**src/rtl/pipeline_hazard_controller.sv**
```systemverilog
`default_nettype none
// ============================================================================
//  Module   : pipeline_hazard_controller
//  Purpose  : Stall/flush sequencer for the 5-stage core: load-use bubbles,
//             memory-wait freeze and post-branch flush window.
//             Optional HAZARD_PERF_CNT_EN adds saturating event counters.
//  Revision : 1.0  initial release
// ============================================================================
module pipeline_hazard_controller #(
   parameter int BRANCH_PENALTY = 2,
   parameter int MEM_TIMEOUT    = 255,
   parameter int REG_IDX_W      = 4
) (
   input  logic                 clk,
   input  logic                 reset,
   input  logic [REG_IDX_W-1:0] idRs1,
   input  logic [REG_IDX_W-1:0] idRs2,
   input  logic                 idUsesRs1,
   input  logic                 idUsesRs2,
   input  logic [REG_IDX_W-1:0] exRd,
   input  logic                 exRegWe,
   input  logic                 exMemRead,
   input  logic                 exPcWe,
   input  logic                 memReq,
   input  logic                 memReady,
   output logic                 stallFetch,
   output logic                 stallDecode,
   output logic                 stallExecute,
   output logic                 flushDecode,
   output logic                 flushExecute,
   output logic                 memTimeout,
   output logic [1:0]           busyState
`ifdef HAZARD_PERF_CNT_EN
   ,
   output logic [15:0]          stallCycles,
   output logic [15:0]          flushCycles,
   output logic [15:0]          loadUseEvents
`endif
);

   localparam logic [1:0] c_run      = 2'd0;
   localparam logic [1:0] c_mem_wait = 2'd1;
   localparam logic [1:0] c_flush    = 2'd2;

   localparam logic [2:0] c_flush_reload    = 3'(BRANCH_PENALTY - 1);
   localparam logic [7:0] c_timeout         = 8'(MEM_TIMEOUT);
   localparam logic       c_use_flush_state = (BRANCH_PENALTY > 1);

   logic [1:0] state_q, state_d;
   logic [1:0] ret_state_q, ret_state_d;
   logic [2:0] flush_cnt_q, flush_cnt_d;
   logic [7:0] wait_cnt_q, wait_cnt_d;
   logic       mem_timeout_q, mem_timeout_d;

   logic       w_mem_busy;
   logic       w_load_use;

   assign w_mem_busy = memReq & ~memReady;
   assign w_load_use = exMemRead & exRegWe &
                       ((idUsesRs1 & (idRs1 == exRd)) | (idUsesRs2 & (idRs2 == exRd)));

   always_ff @(posedge clk) begin
      if (reset) begin
         state_q       <= c_run;
         ret_state_q   <= c_run;
         flush_cnt_q   <= 3'd0;
         wait_cnt_q    <= 8'd0;
         mem_timeout_q <= 1'b0;
      end else begin
         state_q       <= state_d;
         ret_state_q   <= ret_state_d;
         flush_cnt_q   <= flush_cnt_d;
         wait_cnt_q    <= wait_cnt_d;
         mem_timeout_q <= mem_timeout_d;
      end
   end

   always_comb begin
      state_d       = state_q;
      ret_state_d   = ret_state_q;
      flush_cnt_d   = flush_cnt_q;
      wait_cnt_d    = wait_cnt_q;
      mem_timeout_d = mem_timeout_q;
      case (state_q)
         c_run: begin
            if (w_mem_busy) begin
               state_d     = c_mem_wait;
               wait_cnt_d  = 8'd1;
               ret_state_d = c_run;
            end else if (exPcWe && c_use_flush_state) begin
               state_d     = c_flush;
               flush_cnt_d = c_flush_reload;
            end
         end
         c_mem_wait: begin
            if (memReady) begin
               state_d = ret_state_q;
            end else if (wait_cnt_q == c_timeout) begin
               mem_timeout_d = 1'b1;
               state_d       = ret_state_q;
            end else begin
               wait_cnt_d = wait_cnt_q + 8'd1;
            end
         end
         c_flush: begin
            // A wait parks the remaining flush count and resumes it afterwards
            if (w_mem_busy) begin
               state_d     = c_mem_wait;
               wait_cnt_d  = 8'd1;
               ret_state_d = c_flush;
            end else if (exPcWe) begin
               flush_cnt_d = c_flush_reload;
            end else if (flush_cnt_q == 3'd1) begin
               state_d     = c_run;
               flush_cnt_d = 3'd0;
            end else begin
               flush_cnt_d = flush_cnt_q - 3'd1;
            end
         end
         default: begin
            state_d = c_run;
         end
      endcase
   end

   always_comb begin
      stallFetch   = 1'b0;
      stallDecode  = 1'b0;
      stallExecute = 1'b0;
      flushDecode  = 1'b0;
      flushExecute = 1'b0;
      if (!reset) begin
         case (state_q)
            c_run: begin
               if (w_mem_busy) begin
                  stallFetch   = 1'b1;
                  stallDecode  = 1'b1;
                  stallExecute = 1'b1;
               end else if (exPcWe) begin
                  flushDecode  = 1'b1;
                  flushExecute = 1'b1;
               end else if (w_load_use) begin
                  stallFetch   = 1'b1;
                  stallDecode  = 1'b1;
                  flushExecute = 1'b1;
               end
            end
            c_mem_wait: begin
               if (!memReady) begin
                  stallFetch   = 1'b1;
                  stallDecode  = 1'b1;
                  stallExecute = 1'b1;
               end
            end
            c_flush: begin
               if (w_mem_busy) begin
                  stallFetch   = 1'b1;
                  stallDecode  = 1'b1;
                  stallExecute = 1'b1;
               end else begin
                  flushDecode  = 1'b1;
                  flushExecute = 1'b1;
               end
            end
            default: begin
            end
         endcase
      end
   end

   assign memTimeout = mem_timeout_q & ~reset;
   assign busyState  = reset ? c_run : state_q;

`ifdef HAZARD_PERF_CNT_EN
   logic [15:0] stall_cycles_q, stall_cycles_d;
   logic [15:0] flush_cycles_q, flush_cycles_d;
   logic [15:0] load_use_events_q, load_use_events_d;
   logic        w_load_use_stall;

   function automatic logic [15:0] sat_inc(input logic [15:0] v, input logic en);
      return (en && (v != 16'hFFFF)) ? v + 16'd1 : v;
   endfunction

   assign w_load_use_stall = (state_q == c_run) & ~w_mem_busy & ~exPcWe & w_load_use;

   always_comb begin
      stall_cycles_d    = sat_inc(stall_cycles_q, stallFetch);
      flush_cycles_d    = sat_inc(flush_cycles_q, flushDecode);
      load_use_events_d = sat_inc(load_use_events_q, w_load_use_stall);
   end

   always_ff @(posedge clk) begin
      if (reset) begin
         stall_cycles_q    <= 16'd0;
         flush_cycles_q    <= 16'd0;
         load_use_events_q <= 16'd0;
      end else begin
         stall_cycles_q    <= stall_cycles_d;
         flush_cycles_q    <= flush_cycles_d;
         load_use_events_q <= load_use_events_d;
      end
   end

   assign stallCycles   = reset ? 16'd0 : stall_cycles_q;
   assign flushCycles   = reset ? 16'd0 : flush_cycles_q;
   assign loadUseEvents = reset ? 16'd0 : load_use_events_q;
`endif

endmodule
`default_nettype wire

```
**config.mk**
```make
export PLATFORM = sky130hd
export DESIGN_NAME = pipeline_hazard_controller
export DESIGN_NICKNAME = d
export VERILOG_FILES = /design/src/rtl/pipeline_hazard_controller.sv
export SDC_FILE = /design/constraint.sdc
export NUM_CORES = 1
export LEC_CHECK = 0
export CORE_ASPECT_RATIO = 0.7
export CORE_MARGIN = 2
export CORE_UTILIZATION = 45
export CTS_CLUSTER_DIAMETER = 40
export DETAILED_ROUTE_END_ITERATION = 6
export GPL_ROUTABILITY_DRIVEN = 0
export PLACE_DENSITY = 0.76
export SYNTH_ARGS = -nofsm -noshare
export SYNTH_HDL_FRONTEND = slang
export SYNTH_SLANG_ARGS = --single-unit
```
**constraint.sdc**
```tcl
create_clock -name clk -period 4.9 [get_ports clk]
set_input_delay 0.49 -clock clk [delete_from_list [all_inputs] [get_ports clk]]
set_output_delay 0.49 -clock clk [all_outputs]
set_load 0.005 [all_outputs]
```
# --- Yosys cells after proc, flatten, opt, wreduce, memory -nomap -nowiden ---
# Cells that the tools add are included.
# W data, S select, Z words.
totals:
  in_bits: 21
  ff_bits: 16
  elab_cells: 83
classes:
  bitwise: 9
  eq_ne: 18
  mux: 40
  addsub: 2
  n_reduce_logical: 9
ops:
  columns: ["op", "n"]
  rows:
  - ["$mux W8", 3]
  - ["$mux W2", 10]
  - ["$pmux W8 S2", 1]
  - ["$mux W3", 5]
  - ["$mux W1", 14]
  - ["$ne A2 B2 Y1 const B", 7]
  - ["$ne A3 B3 Y1 const B", 4]
  - ["$reduce_and A4 Y1", 3]
  - ["$add A8 B1 Y8 const B", 1]
  - ["$eq A4 B4 Y1", 2]
  - ["$eq A8 B8 Y1 const B", 1]
  - ["$and A1 B1 Y1", 6]
  - ["$pmux W1 S2", 3]
  - ["$pmux W2 S3", 1]
  - ["$pmux W3 S2", 1]
  - ["$reduce_and A3 Y1", 2]
  - ["$pmux W2 S2", 1]
  - ["$reduce_bool A2 Y1", 2]
  - ["$eq A3 B1 Y1 const B", 1]
  - ["$pmux W1 S3", 1]
  - ["$sub A3 B1 Y3 const B", 1]
  - ["$eq A2 B1 Y1 const B", 1]
  - ["$eq A2 B2 Y1 const B", 1]
  - ["$logic_not A2 Y1", 1]
  - ["other kinds (4)", 5]

# --- Depth between registers and ports, before layout ---
logic_depth:
  word_depth: 9
  ltp_mapped: 6

# --- Least setup slack after synthesis ---
# No wires, ideal clock.
synth_path:
  path_kind: "input port to output port"
  start: "in idRs1[3]"
  end: "out stallFetch"
  arrival_ns: 1.572
  setup_slack_ns: 2.838
  path_buffers: 1
  stages: 4
  path_cell_list: "xor2_1 or4_1 o21ai_0 buf_4"
synth_between:
  elab_chain_len: 9
synth_rtl:
  columns: ["element", "line_no", "rtl"]
  rows:
  - ["start: declaration", "16", "input logic [REG_IDX_W-1:0] idRs1,"]
  - ["$eq A4 B4 Y1", "60", "((idUsesRs1 & (idRs1 == exRd)) | (idUsesRs2 & (idRs2 == exRd)));"]
  - ["$and A1 B1 Y1", "60", null]
  - ["$or A1 B1 Y1", "60", null]
  - ["$and A1 B1 Y1", "59", "assign w_load_use = exMemRead & exRegWe &"]
  - ["$mux W1 (3 in series)", null, null]
  - ["$pmux W1 S3", null, null]
  - ["$mux W1", null, null]
  - ["end: declaration", "26", "output logic stallFetch,"]
# No other way between the ends.

# --- Worst setup path after layout ---
layout_path:
  start: "in reset"
  end: "out stallDecode"
layout_between:
  elab_chain_len: 1
layout_rtl:
  columns: ["element", "line_no", "rtl"]
  rows:
  - ["start: declaration", "15", "input logic reset,"]
  - ["$mux W1", "132", "if (!reset) begin"]
  - ["end: declaration", "27", "output logic stallDecode,"]
# No other way between the ends.

==> run_summary.xml <==
<?xml version="1.0" encoding="UTF-8"?>
<metrics>
  <group name="power">
    <metric name="peakVddDrop" unit="mV">0.152</metric>
    <metric name="internal-power" unit="µW">196</metric>
    <metric name="clockPowerShare" unit="">0.265</metric>
    <metric name="comb_power_share" unit="">0.244</metric>
    <metric name="total_power" unit="µW">272</metric>
    <metric name="switching_share" unit="">0.278</metric>
    <metric name="power.density" unit="nW/µm²">212</metric>
    <metric name="cellLeakagePower" unit="µW">0.000437</metric>
    <metric name="netSwitchingPower" unit="µW">75.5</metric>
    <metric name="seqPwrFrac" unit="">0.491</metric>
  </group>
  <group name="global_route">
    <metric name="grt_pass1_vias" unit="">879</metric>
    <metric name="first_pass_grt_wire_length" unit="mm">4.15</metric>
    <metric name="initial_antenna_violation_count" unit="">0</metric>
    <metric name="globalRouteTotalUtil" unit="">0.217</metric>
    <metric name="globalRouteOverflowTotal" unit="">0</metric>
    <metric name="grt_max_degree" unit="">21</metric>
  </group>
  <group name="timing">
    <metric name="layout_min_cycle_time" unit="ps">3240</metric>
    <metric name="timing.hold.ws" unit="ps">479</metric>
    <metric name="slew_at_the_pin_with_the_worst_max_slew_slack" unit="ps">756</metric>
    <metric name="hold_violations" unit="">0</metric>
    <metric name="drv_slew" unit="">0</metric>
    <metric name="timing.fmax" unit="MHz">309</metric>
    <metric name="timing.final.setup_violations" unit="">0</metric>
    <metric name="unrepaired_setup_endpoints_after_global_routing" unit="">false</metric>
    <metric name="layout_worst_path_cycle_share" unit="">0.661</metric>
    <metric name="post_route_skew" unit="ps">9.52</metric>
    <metric name="slew-limit-headroom" unit="">0.495</metric>
    <metric name="totalNegativeSetupSlack" unit="ps">0</metric>
  </group>
  <group name="final_layout">
    <metric name="antenna-diode-count" unit="">0</metric>
    <metric name="final.fill_count" unit="">185</metric>
    <metric name="final_core_utilization" unit="">0.614</metric>
    <metric name="final_nets" unit="">171</metric>
    <metric name="post_route_cells_drive_above_1_share" unit="">0.0548</metric>
    <metric name="post_layout_nonfiller_instances" unit="">170</metric>
    <metric name="area_growth_syn_to_layout" unit="%">32.2</metric>
  </group>
  <group name="placed_design">
    <metric name="numPlacedInstances" unit="">166</metric>
    <metric name="port-buffer-count" unit="">28</metric>
    <metric name="dpl.hpwl" unit="mm">1.91</metric>
  </group>
  <group name="drt">
    <metric name="detail_route.vias_per_cell" unit="">5.69</metric>
    <metric name="first_pass_iters" unit="">4</metric>
    <metric name="post_route_drc" unit="">0</metric>
    <metric name="ant_nets" unit="">0</metric>
    <metric name="drt-total-wl" unit="mm">2.40</metric>
    <metric name="average_wire_per_cell_in_the_routed_design" unit="µm">14.1</metric>
    <metric name="drtIter0Drc" unit="">45</metric>
    <metric name="route.vias.total" unit="">967</metric>
  </group>
  <group name="die">
    <metric name="die_width" unit="µm">59.4</metric>
    <metric name="floorplan.rows" unit="">14</metric>
    <metric name="design.core.area" unit="µm²">2080</metric>
    <metric name="die_footprint" unit="µm²">2550</metric>
    <metric name="dieHeight" unit="µm">42.8</metric>
    <metric name="initial_utilization" unit="">0.465</metric>
    <metric name="pin_count" unit="">29</metric>
  </group>
  <group name="clocking">
    <metric name="clkSlewWorstSetupHoldPaths" unit="ps">80</metric>
    <metric name="cts_max_path_buffers" unit="">2</metric>
    <metric name="post_cts.repair.setup_buffers" unit="">0</metric>
    <metric name="clock-root-buffer" unit="">sky130_fd_sc_hd__clkbuf_4</metric>
    <metric name="htree_levels" unit="">1</metric>
    <metric name="holdBufCountCts" unit="">0</metric>
    <metric name="cts.sink_count" unit="">15</metric>
    <metric name="tritoncts" unit="">built</metric>
    <metric name="clock_latency" unit="ps">290</metric>
    <metric name="post_cts_resize_count" unit="">0</metric>
    <metric name="numCtsBuffers" unit="">3</metric>
  </group>
  <group name="synth">
    <metric name="syn-mean-instance-area" unit="µm²">8.14</metric>
    <metric name="synth-async-reset-ratio" unit="">0</metric>
    <metric name="synth_largest_area_cell" unit="">sky130_fd_sc_hd__dfxtp_1</metric>
    <metric name="synthMostInstantiatedCell" unit="">sky130_fd_sc_hd__dfxtp_1</metric>
    <metric name="synth_area_leaders" unit="">sky130_fd_sc_hd__dfxtp_1, sky130_fd_sc_hd__xor2_1, sky130_fd_sc_hd__nor2_1, sky130_fd_sc_hd__a21oi_1, sky130_fd_sc_hd__ha_1</metric>
    <metric name="synth_seq_cells" unit="">15</metric>
    <metric name="post_synth_instance_area" unit="µm²">968</metric>
    <metric name="netlist_instances" unit="">119</metric>
    <metric name="synth.yosys.warnings" unit="">0</metric>
    <metric name="synth_top_area_share" unit="">0.310</metric>
    <metric name="ys_seq_area_frac" unit="">0.310</metric>
    <metric name="synth_nets" unit="">143</metric>
    <metric name="synth_enable_flop_cells" unit="">0</metric>
    <metric name="synth.top_cells.by_count" unit="">sky130_fd_sc_hd__dfxtp_1, sky130_fd_sc_hd__nor2_1, sky130_fd_sc_hd__a21oi_1, sky130_fd_sc_hd__xor2_1</metric>
    <metric name="synthDistinctLibCells" unit="">39</metric>
    <metric name="synth_top_flop_cell" unit="">sky130_fd_sc_hd__dfxtp_1</metric>
  </group>
  <group name="worst_setup_path">
    <metric name="reg2reg_from" unit="">state_q[0]</metric>
    <metric name="worst_reg_to_reg_cells" unit="">4</metric>
    <metric name="worstSetupStartpoint" unit="">reset</metric>
    <metric name="worst_r2r_endpoint" unit="">wait_cnt_q[3]</metric>
    <metric name="arrival" unit="ps">2750</metric>
    <metric name="worstSetupPathType" unit="">in2out</metric>
    <metric name="worst_ep_required_time" unit="ps">4410</metric>
    <metric name="r2r_slack" unit="ps">2950</metric>
    <metric name="critical_path.startpoint_type" unit="">primary input</metric>
    <metric name="critical_path.endpoint_type" unit="">output port</metric>
    <metric name="timing.critical_path.fanout_max" unit="">20</metric>
    <metric name="critical_path.endpoint" unit="">stallDecode</metric>
  </group>
  <group name="outcome">
    <metric name="outcome" unit="">finished clean</metric>
  </group>
  <group name="hold_path">
    <metric name="hp-class" unit="">reg2reg</metric>
  </group>
  <group name="flow_run">
    <metric name="maxCapViolations" unit="">0</metric>
  </group>
</metrics>
## routing by layer
| metal | track usage | vias up | routed length, µm |
|---|---|---|---|
| li1 | - | 491 | - |
| met5 | 0 | - | 0 |
| met4 | 0.0409 | 0 | 8 |
| met3 | 0.0549 | 3 | 140 |
| met2 | 0.295 | 30 | 984 |
| met1 | 0.338 | 443 | 1270 |
## logic make-up (layout without fill, tap and decap cells)
kind of cell,after synthesis,in the layout,synth area share
simple gates,52,52,0.302
compound gates,26,26,0.186
flops,15,15,0.310
buf+inv,11,38,0.0491
xor+xnor,9,9,0.0814
fa+ha+maj,3,3,0.0388
mux,3,3,0.0323
## through the flow
step / area [µm²] / setup WS [ps]
finish: 1280 / 1660
CTS: 1280 / 1680
global placement: 1250 / 1710
floorplan: 968 / 2840
detailed placement: 1250 / 1680
global route: 1280 / 1520
## worst max-delay path, stage by stage
cell and delay, ps:
sky130_fd_sc_hd__clkdlybuf4s50_1 750, sky130_fd_sc_hd__or4_1 640, sky130_fd_sc_hd__nor3_1 140, sky130_fd_sc_hd__a21oi_1 80, sky130_fd_sc_hd__o21ai_0 110, sky130_fd_sc_hd__clkdlybuf4s50_1 540
## sequential cells by signal (all words and copies together) (netlist names)
signal and cells:
wait_cnt_q 8, mem_timeout_q 1, ret_state_q 1, flush_cnt_q 3, state_q 2
## power by group through the flow
stage | logic, µW | clock network, µW | registers, µW
after floorplan | 37.8 | 0 | 132
after global placement | 64.2 | 0 | 136
after detailed placement | 65.9 | 0 | 136
after CTS | 66.3 | 74.2 | 133
after global routing | 73.0 | 80.4 | 135
final | 66.4 | 72.1 | 133
## layout make-up
| type | instances | area [µm²] | area share |
|---|---|---|---|
| timing repair buffer | 28 | 280 | 0.219 |
| clock buffer | 4 | 26.3 | 0.0205 |
| inverter | 6 | 22.5 | 0.0176 |
| sequential | 15 | 300 | 0.235 |
| tap | 24 | 30.0 | 0.0235 |
| multi-input combinational | 93 | 621 | 0.485 |
## how the worst min path moves through the flow
stage | endpoint | cells after the start | slack, ps | start
4_1_cts | mem_timeout_q | 2 | 480 | mem_timeout_q
3_5_place_dp | mem_timeout_q | 2 | 460 | mem_timeout_q
2_1_floorplan | mem_timeout_q | 2 | 430 | mem_timeout_q
6_report | mem_timeout_q | 2 | 480 | mem_timeout_q
3_3_place_gp | mem_timeout_q | 2 | 460 | mem_timeout_q
5_1_grt | mem_timeout_q | 2 | 520 | mem_timeout_q
## cell usage in the layout, fill, tap and decap left out, types with 3 or more instances in the layout
cell type                          n
sky130_fd_sc_hd__a211oi_1          3
sky130_fd_sc_hd__a21oi_1           8
sky130_fd_sc_hd__clkbuf_4          3
sky130_fd_sc_hd__clkdlybuf4s50_1  28
sky130_fd_sc_hd__dfxtp_1          15
sky130_fd_sc_hd__ha_1              3
sky130_fd_sc_hd__inv_1             6
sky130_fd_sc_hd__nand2_1           6
sky130_fd_sc_hd__nand3_1           3
sky130_fd_sc_hd__nand4_1           3
sky130_fd_sc_hd__nor2_1           12
sky130_fd_sc_hd__nor2b_1           5
sky130_fd_sc_hd__nor3_1            6
sky130_fd_sc_hd__o31ai_1           3
sky130_fd_sc_hd__or4_1             5
sky130_fd_sc_hd__xor2_1            8
(Power assumes the default switching activity.)
